===== config.mk =====
export PLATFORM = sky130hd
export DESIGN_NAME = multi_flux_fifo
export DESIGN_NICKNAME = d
export VERILOG_FILES = /design/src/rtl/flux_pkg.sv /design/src/rtl/flux_fifo_lane.sv /design/src/rtl/multi_flux_fifo.sv
export SDC_FILE = /design/constraint.sdc
export NUM_CORES = 1
export LEC_CHECK = 0
export ABC_AREA = 1
export BUFFER_PORTS_ARGS = -buffer_cell sky130_fd_sc_hd__buf_2
export CORE_MARGIN = 1.5
export CORE_UTILIZATION = 60
export DETAILED_ROUTE_END_ITERATION = 7
export PLACE_DENSITY = 0.81
export SLEW_MARGIN = 0
export SYNTH_ARGS = -nofsm -noshare
export SYNTH_HDL_FRONTEND = slang
export SYNTH_SLANG_ARGS = --single-unit

===== constraint.sdc =====
create_clock -name clk -period 5.35 [get_ports clk]
set_input_delay 1.605 -clock clk [delete_from_list [all_inputs] [get_ports clk]]
set_output_delay 1.605 -clock clk [all_outputs]
set_load 0.01 [all_outputs]

===== src/rtl/flux_pkg.sv =====
// -----------------------------------------------------------------------------
// flux_pkg
// Definitions shared by producer actors, consumer actors and multi_flux_fifo.
// Keeping the {tag,data} packing in one place means every party agrees on the
// word layout.
//   tag_width(flux) : bits needed to name one of `flux` fluxes (never below 1)
//   flux_word_t     : {tag,data} word for the default FLUX/DATA_WIDTH
// -----------------------------------------------------------------------------
package flux_pkg;

   function automatic int tag_width(input int flux);
      return (flux > 1) ? $clog2(flux) : 1;
   endfunction

   localparam int FLUX_DEFAULT       = 2;
   localparam int DATA_WIDTH_DEFAULT = 8;
   localparam int TAG_WIDTH_DEFAULT  = tag_width(FLUX_DEFAULT);

   // The tag sits in the MSBs of the interface word.
   typedef struct packed {
      logic [TAG_WIDTH_DEFAULT-1:0]  tag;
      logic [DATA_WIDTH_DEFAULT-1:0] data;
   } flux_word_t;

endpackage


===== src/rtl/flux_fifo_lane.sv =====
// -----------------------------------------------------------------------------
// flux_fifo_lane
// One first-word-fall-through circular buffer. The head word is always visible
// on head_o. Flags are decoded from the registered count, so they carry no
// combinational path from push_i or pop_i.
// Ports:
//   clk, rst   clock, synchronous active-high reset (pointers/count only)
//   push_i     push request; dropped while full
//   din_i      data to store
//   pop_i      pop request; ignored while empty
//   head_o     word at the read pointer
//   empty_o    count == 0
//   full_o     count == DEPTH
// -----------------------------------------------------------------------------
module flux_fifo_lane #(
   parameter int DATA_WIDTH = 8,
   parameter int DEPTH      = 4
) (
   input  logic                  clk,
   input  logic                  rst,
   input  logic                  push_i,
   input  logic [DATA_WIDTH-1:0] din_i,
   input  logic                  pop_i,
   output logic [DATA_WIDTH-1:0] head_o,
   output logic                  empty_o,
   output logic                  full_o
);

   localparam int AW = $clog2(DEPTH);
   localparam int PW = AW + 1;

   logic [DATA_WIDTH-1:0] mem_q [DEPTH];
   logic [PW-1:0]         wr_ptr_q, wr_ptr_d;
   logic [PW-1:0]         rd_ptr_q, rd_ptr_d;
   logic [PW-1:0]         count_q,  count_d;
   logic                  push_ok, pop_ok;

   assign empty_o = (count_q == '0);
   assign full_o  = (count_q == PW'(DEPTH));

   // A full lane rejects a push even if it is popped in the same cycle:
   // there is no write-through and no bypass.
   assign push_ok = push_i & ~full_o;
   assign pop_ok  = pop_i & ~empty_o;

   assign head_o = mem_q[rd_ptr_q[AW-1:0]];

   always_comb begin
      wr_ptr_d = wr_ptr_q;
      rd_ptr_d = rd_ptr_q;
      count_d  = count_q;
      if (push_ok) wr_ptr_d = wr_ptr_q + PW'(1);
      if (pop_ok)  rd_ptr_d = rd_ptr_q + PW'(1);
      case ({push_ok, pop_ok})
         2'b10:   count_d = count_q + PW'(1);
         2'b01:   count_d = count_q - PW'(1);
         default: count_d = count_q;
      endcase
   end

   always_ff @(posedge clk) begin
      if (rst) begin
         wr_ptr_q <= '0;
         rd_ptr_q <= '0;
         count_q  <= '0;
      end else begin
         wr_ptr_q <= wr_ptr_d;
         rd_ptr_q <= rd_ptr_d;
         count_q  <= count_d;
      end
   end

   // Storage is deliberately not reset; only the pointers decide what is valid.
   always_ff @(posedge clk) begin
      if (push_ok && !rst) mem_q[wr_ptr_q[AW-1:0]] <= din_i;
   end

endmodule


===== src/rtl/multi_flux_fifo.sv =====
// -----------------------------------------------------------------------------
// multi_flux_fifo
// Tagged FIFO between two parallel-flux actors. Words {tag,data} from the
// producer are steered by tag into FLUX independent FWFT lanes; the consumer
// pops one flux per cycle and sees that flux's head word in the same cycle.
// Ports:
//   clk, rst   clock, synchronous active-high reset
//   write_i    producer write strobe
//   din_i      {tag,data}, tag in the MSBs
//   full_o     per-flux full flag (registered)
//   read_i     per-flux pop request; the lowest set bit wins
//   empty_o    per-flux empty flag (registered)
//   dout_o     {sel,head data} of the flux being popped, 0 when none/empty
// -----------------------------------------------------------------------------
module multi_flux_fifo
   import flux_pkg::*;
#(
   parameter  int FLUX       = 2,
   parameter  int DATA_WIDTH = 8,
   parameter  int DEPTH      = 4,
   localparam int TAG_WIDTH  = tag_width(FLUX),
   localparam int WIDTH      = DATA_WIDTH + TAG_WIDTH
) (
   input  logic             clk,
   input  logic             rst,
   input  logic             write_i,
   input  logic [WIDTH-1:0] din_i,
   output logic [FLUX-1:0]  full_o,
   input  logic [FLUX-1:0]  read_i,
   output logic [FLUX-1:0]  empty_o,
   output logic [WIDTH-1:0] dout_o
);

   logic [TAG_WIDTH-1:0]  din_tag;
   logic [DATA_WIDTH-1:0] din_data;
   logic                  tag_ok;
   logic [FLUX-1:0]       push;
   logic [FLUX-1:0]       pop;
   logic [TAG_WIDTH-1:0]  sel;
   logic                  sel_vld;
   logic [DATA_WIDTH-1:0] head [FLUX];

   assign din_tag  = din_i[WIDTH-1 -: TAG_WIDTH];
   assign din_data = din_i[DATA_WIDTH-1:0];
   // Tags naming a non-existent flux are dropped.
   assign tag_ok   = (int'(din_tag) < FLUX);

   // Priority select: walking downward leaves the lowest set bit in sel.
   always_comb begin
      sel     = '0;
      sel_vld = 1'b0;
      for (int i = FLUX - 1; i >= 0; i--) begin
         if (read_i[i]) begin
            sel     = TAG_WIDTH'(i);
            sel_vld = 1'b1;
         end
      end
   end

   for (genvar g = 0; g < FLUX; g++) begin : g_lane
      assign push[g] = write_i & tag_ok & (din_tag == TAG_WIDTH'(g));
      assign pop[g]  = sel_vld & (sel == TAG_WIDTH'(g));

      flux_fifo_lane #(
         .DATA_WIDTH (DATA_WIDTH),
         .DEPTH      (DEPTH)
      ) u_lane (
         .clk     (clk),
         .rst     (rst),
         .push_i  (push[g]),
         .din_i   (din_data),
         .pop_i   (pop[g]),
         .head_o  (head[g]),
         .empty_o (empty_o[g]),
         .full_o  (full_o[g])
      );
   end

   assign dout_o = (sel_vld && !empty_o[sel]) ? {sel, head[sel]} : '0;

endmodule


# After elaboration in Yosys (flattened, before gate mapping)
# Memory sizes are Yosys's and may differ from the RTL's. A register that Yosys moved wholly into a read port is not among the register bits.
# Cells that the tools add are included.
[word_totals]
reg_bits = 18
mem_bits_rw = 64
inputBits = 14
output_inout_bits = 13
wordCells = 67
n_memories = 2
[classes]
n_addsub = 8
order_cmp = 2
n_eq_ne = 6
muxes = 19
bitwise = 15
reduce_logical = 9
[mem_list]
columns = ["name", "words", "word_bits", "rd", "rd_clocked_by_memory_dff", "write_ports", "line_no", "source"]
rows = [
  ["g_lane[0].u_lane.mem_q", 4, 8, 1, 1, 1, "flux_fifo_lane.sv:32", "logic [DATA_WIDTH-1:0] mem_q [DEPTH];"],
  ["g_lane[1].u_lane.mem_q", 4, 8, 1, 1, 1, "flux_fifo_lane.sv:32", ""],
]
[op_table]
columns = ["op", "count"]
rows = [
  ["8-bit 2-to-1 mux", 3],
  ["3-bit by 1-bit adder with 3-bit output, second input constant", 6],
  ["3-bit case mux with 2 select lines", 2],
  ["1-bit 2-to-1 mux", 9],
  ["9-bit 2-to-1 mux", 1],
  ["1-bit AND", 8],
  ["2-bit 2-to-1 mux", 4],
  ["3-bit equality test, second input constant", 2],
  ["3-bit logical NOT", 2],
  ["1-bit inverter", 6],
  ["3-bit by 1-bit subtractor with 3-bit output, second input constant", 2],
  ["2-bit by 1-bit equality test with 1-bit output, second input constant", 2],
  ["2-bit equality test, second input constant", 2],
  ["2-bit nonzero test", 2],
  ["1-bit logical AND", 3],
  ["2-bit >= comparator, second input constant", 1],
  ["1-bit logical NOT", 2],
  ["1-bit by 2-bit less-than comparator with 1-bit output, second input constant", 1],
  ["1-bit inverter with 2-bit output", 1],
]

# Longest topological paths before layout
[logic_depth]
word_depth = 7
ltp_mapped = 12
ltp_nobuf = 12

# Cells and area by module
# Synthesis repeated with hierarchy kept, for this count alone.
[unflattened]
hier_cells = 349
hier_area_um2 = 3662.3
[by_module_without_submodules]
columns = ["mod", "instances", "cells_per_inst", "area_each_um2", "seq_area_each_um2"]
rows = [
  ["flux_fifo_lane", 2, 147, 1699.1, 1141.1],
  ["multi_flux_fifo", 1, 55, 264.0, 0.0],
]

# Worst setup path after synthesis
# Ideal clock, no wire load.
[synth_path]
path_type = "input port to output port"
start = "in read_i[1]"
end = "out dout_o[0]"
t_arrival_ns = 2.257
required_ns = 3.745
setup_slack_ns = 1.488
path_stages = 6
path_buffers = 0
path_cell_list = "inv_1 -> nor2_4 -> nand2_4 -> nand2_4 -> nand2_1 -> nor2_1"
[synth_between]
elab_chain_len = 7
elab_cells_between_ends = 12
cone_classes = "mux: 9; bitwise: 1; reduce/logical: 2"
[synth_rtl]
columns = ["element", "line_no", "source"]
rows = [
  ["start, declared", "multi_flux_fifo.sv:29", "input logic [FLUX-1:0] read_i,"],
  ["1-bit 2-to-1 mux *", "multi_flux_fifo.sv:53", "if (read_i[i]) begin"],
  ["1-bit 2-to-1 mux", "multi_flux_fifo.sv:53", ""],
  ["1-bit inverter with 2-bit output (not written as such) / 1-bit 2-to-1 mux (equally long branches)", "multi_flux_fifo.sv:79", "assign dout_o = (sel_vld && !empty_o[sel]) ? {sel, head[sel]} : '0;"],
  ["8-bit 2-to-1 mux (not written as such) / 1-bit 2-to-1 mux (equally long branches)", "multi_flux_fifo.sv:79", ""],
  ["8-bit 2-to-1 mux (not written as such) / 1-bit logical NOT (equally long branches)", "multi_flux_fifo.sv:79", ""],
  ["8-bit 2-to-1 mux (not written as such) / 1-bit logical AND (equally long branches)", "multi_flux_fifo.sv:79", ""],
  ["9-bit 2-to-1 mux *", "multi_flux_fifo.sv:79", ""],
  ["end, declared", "multi_flux_fifo.sv:31", "output logic [WIDTH-1:0] dout_o"],
]
# Every way passes the cells marked *; elsewhere a longest branch is shown, timed or not. The select of a mux whose other input is x is not followed.

# Final worst setup path
[layout_path]
start = "in read_i[0]"
end = "out dout_o[3]"
[layout_between]
elab_chain_len = 6
elab_cells_between_ends = 11
cone_classes = "mux: 8; bitwise: 1; reduce/logical: 2"
[layout_rtl]
columns = ["element", "line_no"]
rows = [
  ["1-bit 2-to-1 mux", "multi_flux_fifo.sv:53"],
  ["1-bit inverter with 2-bit output (not written as such) / 1-bit 2-to-1 mux (equally long branches)", "multi_flux_fifo.sv:79"],
  ["8-bit 2-to-1 mux (not written as such) / 1-bit 2-to-1 mux (equally long branches)", "multi_flux_fifo.sv:79"],
  ["8-bit 2-to-1 mux (not written as such) / 1-bit logical NOT (equally long branches)", "multi_flux_fifo.sv:79"],
  ["8-bit 2-to-1 mux (not written as such) / 1-bit logical AND (equally long branches)", "multi_flux_fifo.sv:79"],
  ["9-bit 2-to-1 mux *", "multi_flux_fifo.sv:79"],
]
# Marked as above.

==> impl_metrics.xml <==
<?xml version="1.0" encoding="UTF-8"?>
<metrics>
  <group name="drt">
    <metric name="drt_iter0_markers" unit="">241</metric>
    <metric name="viasPerCell" unit="">5.19</metric>
    <metric name="drt_wl_total" unit="mm">6.99</metric>
    <metric name="drt_pre_antenna_iters" unit="">4</metric>
    <metric name="detail_route_antenna_nets" unit="">0</metric>
    <metric name="route.vias.total" unit="">2569</metric>
    <metric name="detail_route.wl_per_cell" unit="um">14.1</metric>
    <metric name="drt_drc_violations_left" unit="">0</metric>
  </group>
  <group name="clocking">
    <metric name="clkTransAtPathRegs" unit="ns">0.08</metric>
    <metric name="cts.hold.buffers_added" unit="">0</metric>
    <metric name="clock_insertion_delay_worst_skew" unit="ns">0.34</metric>
    <metric name="cts_buf_count" unit="">9</metric>
    <metric name="clk_root_buffer_cell" unit="">sky130_fd_sc_hd__clkbuf_8</metric>
    <metric name="postCtsSetupBuffers" unit="">0</metric>
    <metric name="htreeDepth" unit="">3</metric>
    <metric name="postcts_resize_cnt" unit="">0</metric>
    <metric name="cts_tree" unit="">yes</metric>
    <metric name="cts_num_sinks" unit="">82</metric>
    <metric name="clockBufferDepth" unit="">2</metric>
  </group>
  <group name="worst_setup_path">
    <metric name="setup.worst_path.class" unit="">input port to output pin</metric>
    <metric name="worst-r2r-cell-count" unit="">12</metric>
    <metric name="worstPathBufferInverterCount" unit="">2</metric>
    <metric name="crit-reg2reg-launch" unit="">g_lane[0].u_lane.count_q[2]</metric>
    <metric name="crit_chain" unit="">buf_2 &gt; nor2_4 &gt; nand2_4 &gt; nand2_4 &gt; nand2_1 &gt; nor2_1 &gt; buf_2</metric>
    <metric name="rrSetupSlack" unit="ns">3.29</metric>
    <metric name="critical_path.endpoint_type" unit="">output pin</metric>
    <metric name="r2r-end" unit="">g_lane[0].u_lane.count_q[2]</metric>
    <metric name="critPathMaxFanout" unit="">10</metric>
    <metric name="max_stage_delay" unit="ns">0.27</metric>
    <metric name="crit_arrival" unit="ns">2.58</metric>
    <metric name="critical-path-top-delay-family" unit="">simple AND/OR/NAND/NOR gates</metric>
    <metric name="timing.critical_path.from_type" unit="">input port</metric>
    <metric name="critPathSlowestCell" unit="">sky130_fd_sc_hd__nor2_4</metric>
    <metric name="critical_path_required" unit="ns">3.74</metric>
  </group>
  <group name="synth">
    <metric name="syn_area" unit="um^2">3760</metric>
    <metric name="ys_seq_area_share" unit="%">60.6</metric>
    <metric name="netlist_instances" unit="">392</metric>
    <metric name="synth_largest_type_area_fraction" unit="%">51.1</metric>
    <metric name="syn-mean-instance-area" unit="um^2">9.60</metric>
    <metric name="synth.area.top_cells" unit="">sky130_fd_sc_hd__edfxtp_1 (51%), sky130_fd_sc_hd__nand2_1 (10%), sky130_fd_sc_hd__dfxtp_1 (9.6%)</metric>
    <metric name="ys_seq_elements" unit="">82</metric>
    <metric name="syn-num-nets" unit="">418</metric>
    <metric name="synth_area_leader_cell" unit="">sky130_fd_sc_hd__edfxtp_1</metric>
    <metric name="ys.warnings.count" unit="">0</metric>
    <metric name="post_synth_num_cell_types" unit="">24</metric>
  </group>
  <group name="sta">
    <metric name="setup-violations-final" unit="">0</metric>
    <metric name="clock_skews" unit="ns">0.00706</metric>
    <metric name="finalWorstSetupSlack" unit="ns">1.17</metric>
    <metric name="hold_viol" unit="">0</metric>
    <metric name="worst_max_slew_pin_slew" unit="ns">0.839</metric>
    <metric name="fmax" unit="GHz">0.239</metric>
    <metric name="min_period" unit="ns">4.18</metric>
    <metric name="setup_repair_after_global_routing_missed_its_margin" unit="">false</metric>
    <metric name="max_slew_violation_count" unit="">0</metric>
    <metric name="final.period_utilization" unit="%">78.2</metric>
    <metric name="worst_slew_margin_rel" unit="%">43.9</metric>
    <metric name="setup_total_negative_slack" unit="ns">0</metric>
  </group>
  <group name="outcome">
    <metric name="status" unit="">finished, final reports clean</metric>
  </group>
  <group name="placement">
    <metric name="hpwl" unit="mm">4.72</metric>
    <metric name="dp_worst_setup_slack" unit="ns">1.17</metric>
    <metric name="placement.io_buffers" unit="">26</metric>
    <metric name="gp_weighted_congestion" unit="">0.826</metric>
    <metric name="place_inst" unit="">479</metric>
  </group>
  <group name="die">
    <metric name="starting_density" unit="%">62.8</metric>
    <metric name="pin_count" unit="">27</metric>
    <metric name="die_width" unit="um">82.2</metric>
    <metric name="die_height" unit="um">82.2</metric>
    <metric name="floorplan.core_area" unit="um^2">5990</metric>
    <metric name="rows" unit="">28</metric>
    <metric name="die_area" unit="um^2">6760</metric>
  </group>
  <group name="final_layout">
    <metric name="final_cell_mix" unit="">sky130_fd_sc_hd__nand2_1 (102), sky130_fd_sc_hd__edfxtp_1 (64), sky130_fd_sc_hd__inv_1 (53), sky130_fd_sc_hd__nor2_1 (51), sky130_fd_sc_hd__nand3_1 (33)</metric>
    <metric name="drive_gt1_share" unit="%">13.6</metric>
    <metric name="insertedDiodeCount" unit="">0</metric>
    <metric name="mostFrequentLayoutCell" unit="">sky130_fd_sc_hd__nand2_1</metric>
    <metric name="layout-area-overhead-vs-synth" unit="%">8.21</metric>
    <metric name="nNetsFinal" unit="">441</metric>
    <metric name="finalNonFillerCells" unit="">495</metric>
  </group>
  <group name="grt">
    <metric name="global_route_wire_length_before_repair" unit="mm">10.9</metric>
    <metric name="first_global_vias" unit="">2362</metric>
    <metric name="globalRouteTotalUtil" unit="%">22.5</metric>
    <metric name="antenna_found_initial" unit="">0</metric>
    <metric name="grt_overflow" unit="">0</metric>
    <metric name="grt_start_max_net_pins" unit="">18</metric>
  </group>
  <group name="pwr">
    <metric name="p_leak" unit="nW">1.76</metric>
    <metric name="worst_ir_drop_vdd" unit="uV">268</metric>
    <metric name="power.density" unit="nW/um^2">374</metric>
    <metric name="power.total" unit="W">0.00152</metric>
  </group>
  <group name="min_path">
    <metric name="worst_hold_path.endpoint" unit="">g_lane[1].u_lane.rd_ptr_q[1]</metric>
    <metric name="holdPathStages" unit="">2</metric>
    <metric name="timing.hold.worst.start" unit="">g_lane[1].u_lane.rd_ptr_q[1]</metric>
    <metric name="hold_path_class" unit="">flip-flop to flip-flop</metric>
  </group>
  <group name="flow_run">
    <metric name="max_cap_violations" unit="">0</metric>
  </group>
</metrics>
[layer usage]
metal	part of all wire, %	track usage (%)
met5	0	0
met4	1.7	8.31
met3	5.6	5.93
met2	49	37.8
met1	44	27.9
[stage by stage]
| step | util [%] | hold slack, ns | area (um^2) |
|---|---|---|---|
| 2_1_floorplan | - | 0.460 | 3760 |
| 3_3_place_gp | 64.6 | 0.494 | 3870 |
| 3_5_place_dp | 64.6 | 0.492 | 3870 |
| 4_1_cts | 68.0 | 0.504 | 4070 |
| 5_1_grt | 68.0 | 0.548 | 4070 |
| 6_report | 68.0 | 0.503 | 4070 |
[cell type report]
cell class | count | area (um^2)
multi-input combinational | 234 | 1130
tap | 75 | 93.8
sequential | 82 | 2280
clock inverter | 5 | 51.3
clock buffer | 11 | 151
fill | 449 | 1920
timing repair buffer | 26 | 130
inverter | 62 | 238
[power by group]
part	switching, W	internal [W]	leakage (nW)	total [W]
Clock	0.000212	0.000239	0.109	0.000451
Combinational	0.000207	0.000108	0.921	0.000315
Sequential	0.0000386	0.000718	0.726	0.000757
Total	0.000458	0.00107	1.76	0.00152
[Yosys cell counts, drive strengths merged]
| cell | number |
|---|---|
| nand2 | 104 |
| edfxtp | 64 |
| inv | 62 |
| nor2 | 52 |
| nand3 | 34 |
| dfxtp | 18 |
| buf | 14 |
| ha | 10 |
| nand4 | 7 |
| nor3 | 7 |
| a21oi | 6 |
| o21ai | 6 |
| a31oi | 3 |
| fa | 2 |
| or2 | 2 |
| nand3b | 1 |
[state kept, by name (all words and copies together), names as in the netlist, named ones only]
signal and count:
g_lane.u_lane.rd_ptr_q 4, g_lane.u_lane.wr_ptr_q 4, g_lane.u_lane.count_q 6, g_lane.u_lane.mem_q 64
[tightest hold or removal path, cell delays in order, from the launching register on]
cell and delay [ns]:
sky130_fd_sc_hd__dfxtp_1 0.32, sky130_fd_sc_hd__nand2_1 0.06, sky130_fd_sc_hd__a21oi_1 0.07
[kinds of logic after synthesis]
| group | after synthesis | synth area share [%] |
|---|---|---|
| simple gates | 207 | 23.4 |
| fa+ha+maj | 12 | 4.39 |
| compound gates | 15 | 2.09 |
| buf+inv | 76 | 9.44 |
| flops | 82 | 60.6 |
[how the worst max path moves through the flow]
| stage | start | end | cells past startpoint |
|---|---|---|---|
| 5_1_grt | read_i[0] | dout_o[0] | 7 |
| 4_1_cts | read_i[0] | dout_o[3] | 7 |
| 3_5_place_dp | read_i[0] | dout_o[3] | 7 |
| 2_1_floorplan | read_i[1] | dout_o[0] | 6 |
| 6_report | read_i[0] | dout_o[3] | 7 |
| 3_3_place_gp | read_i[0] | dout_o[1] | 7 |
Note: power is estimated with default switching activity, not from simulation.
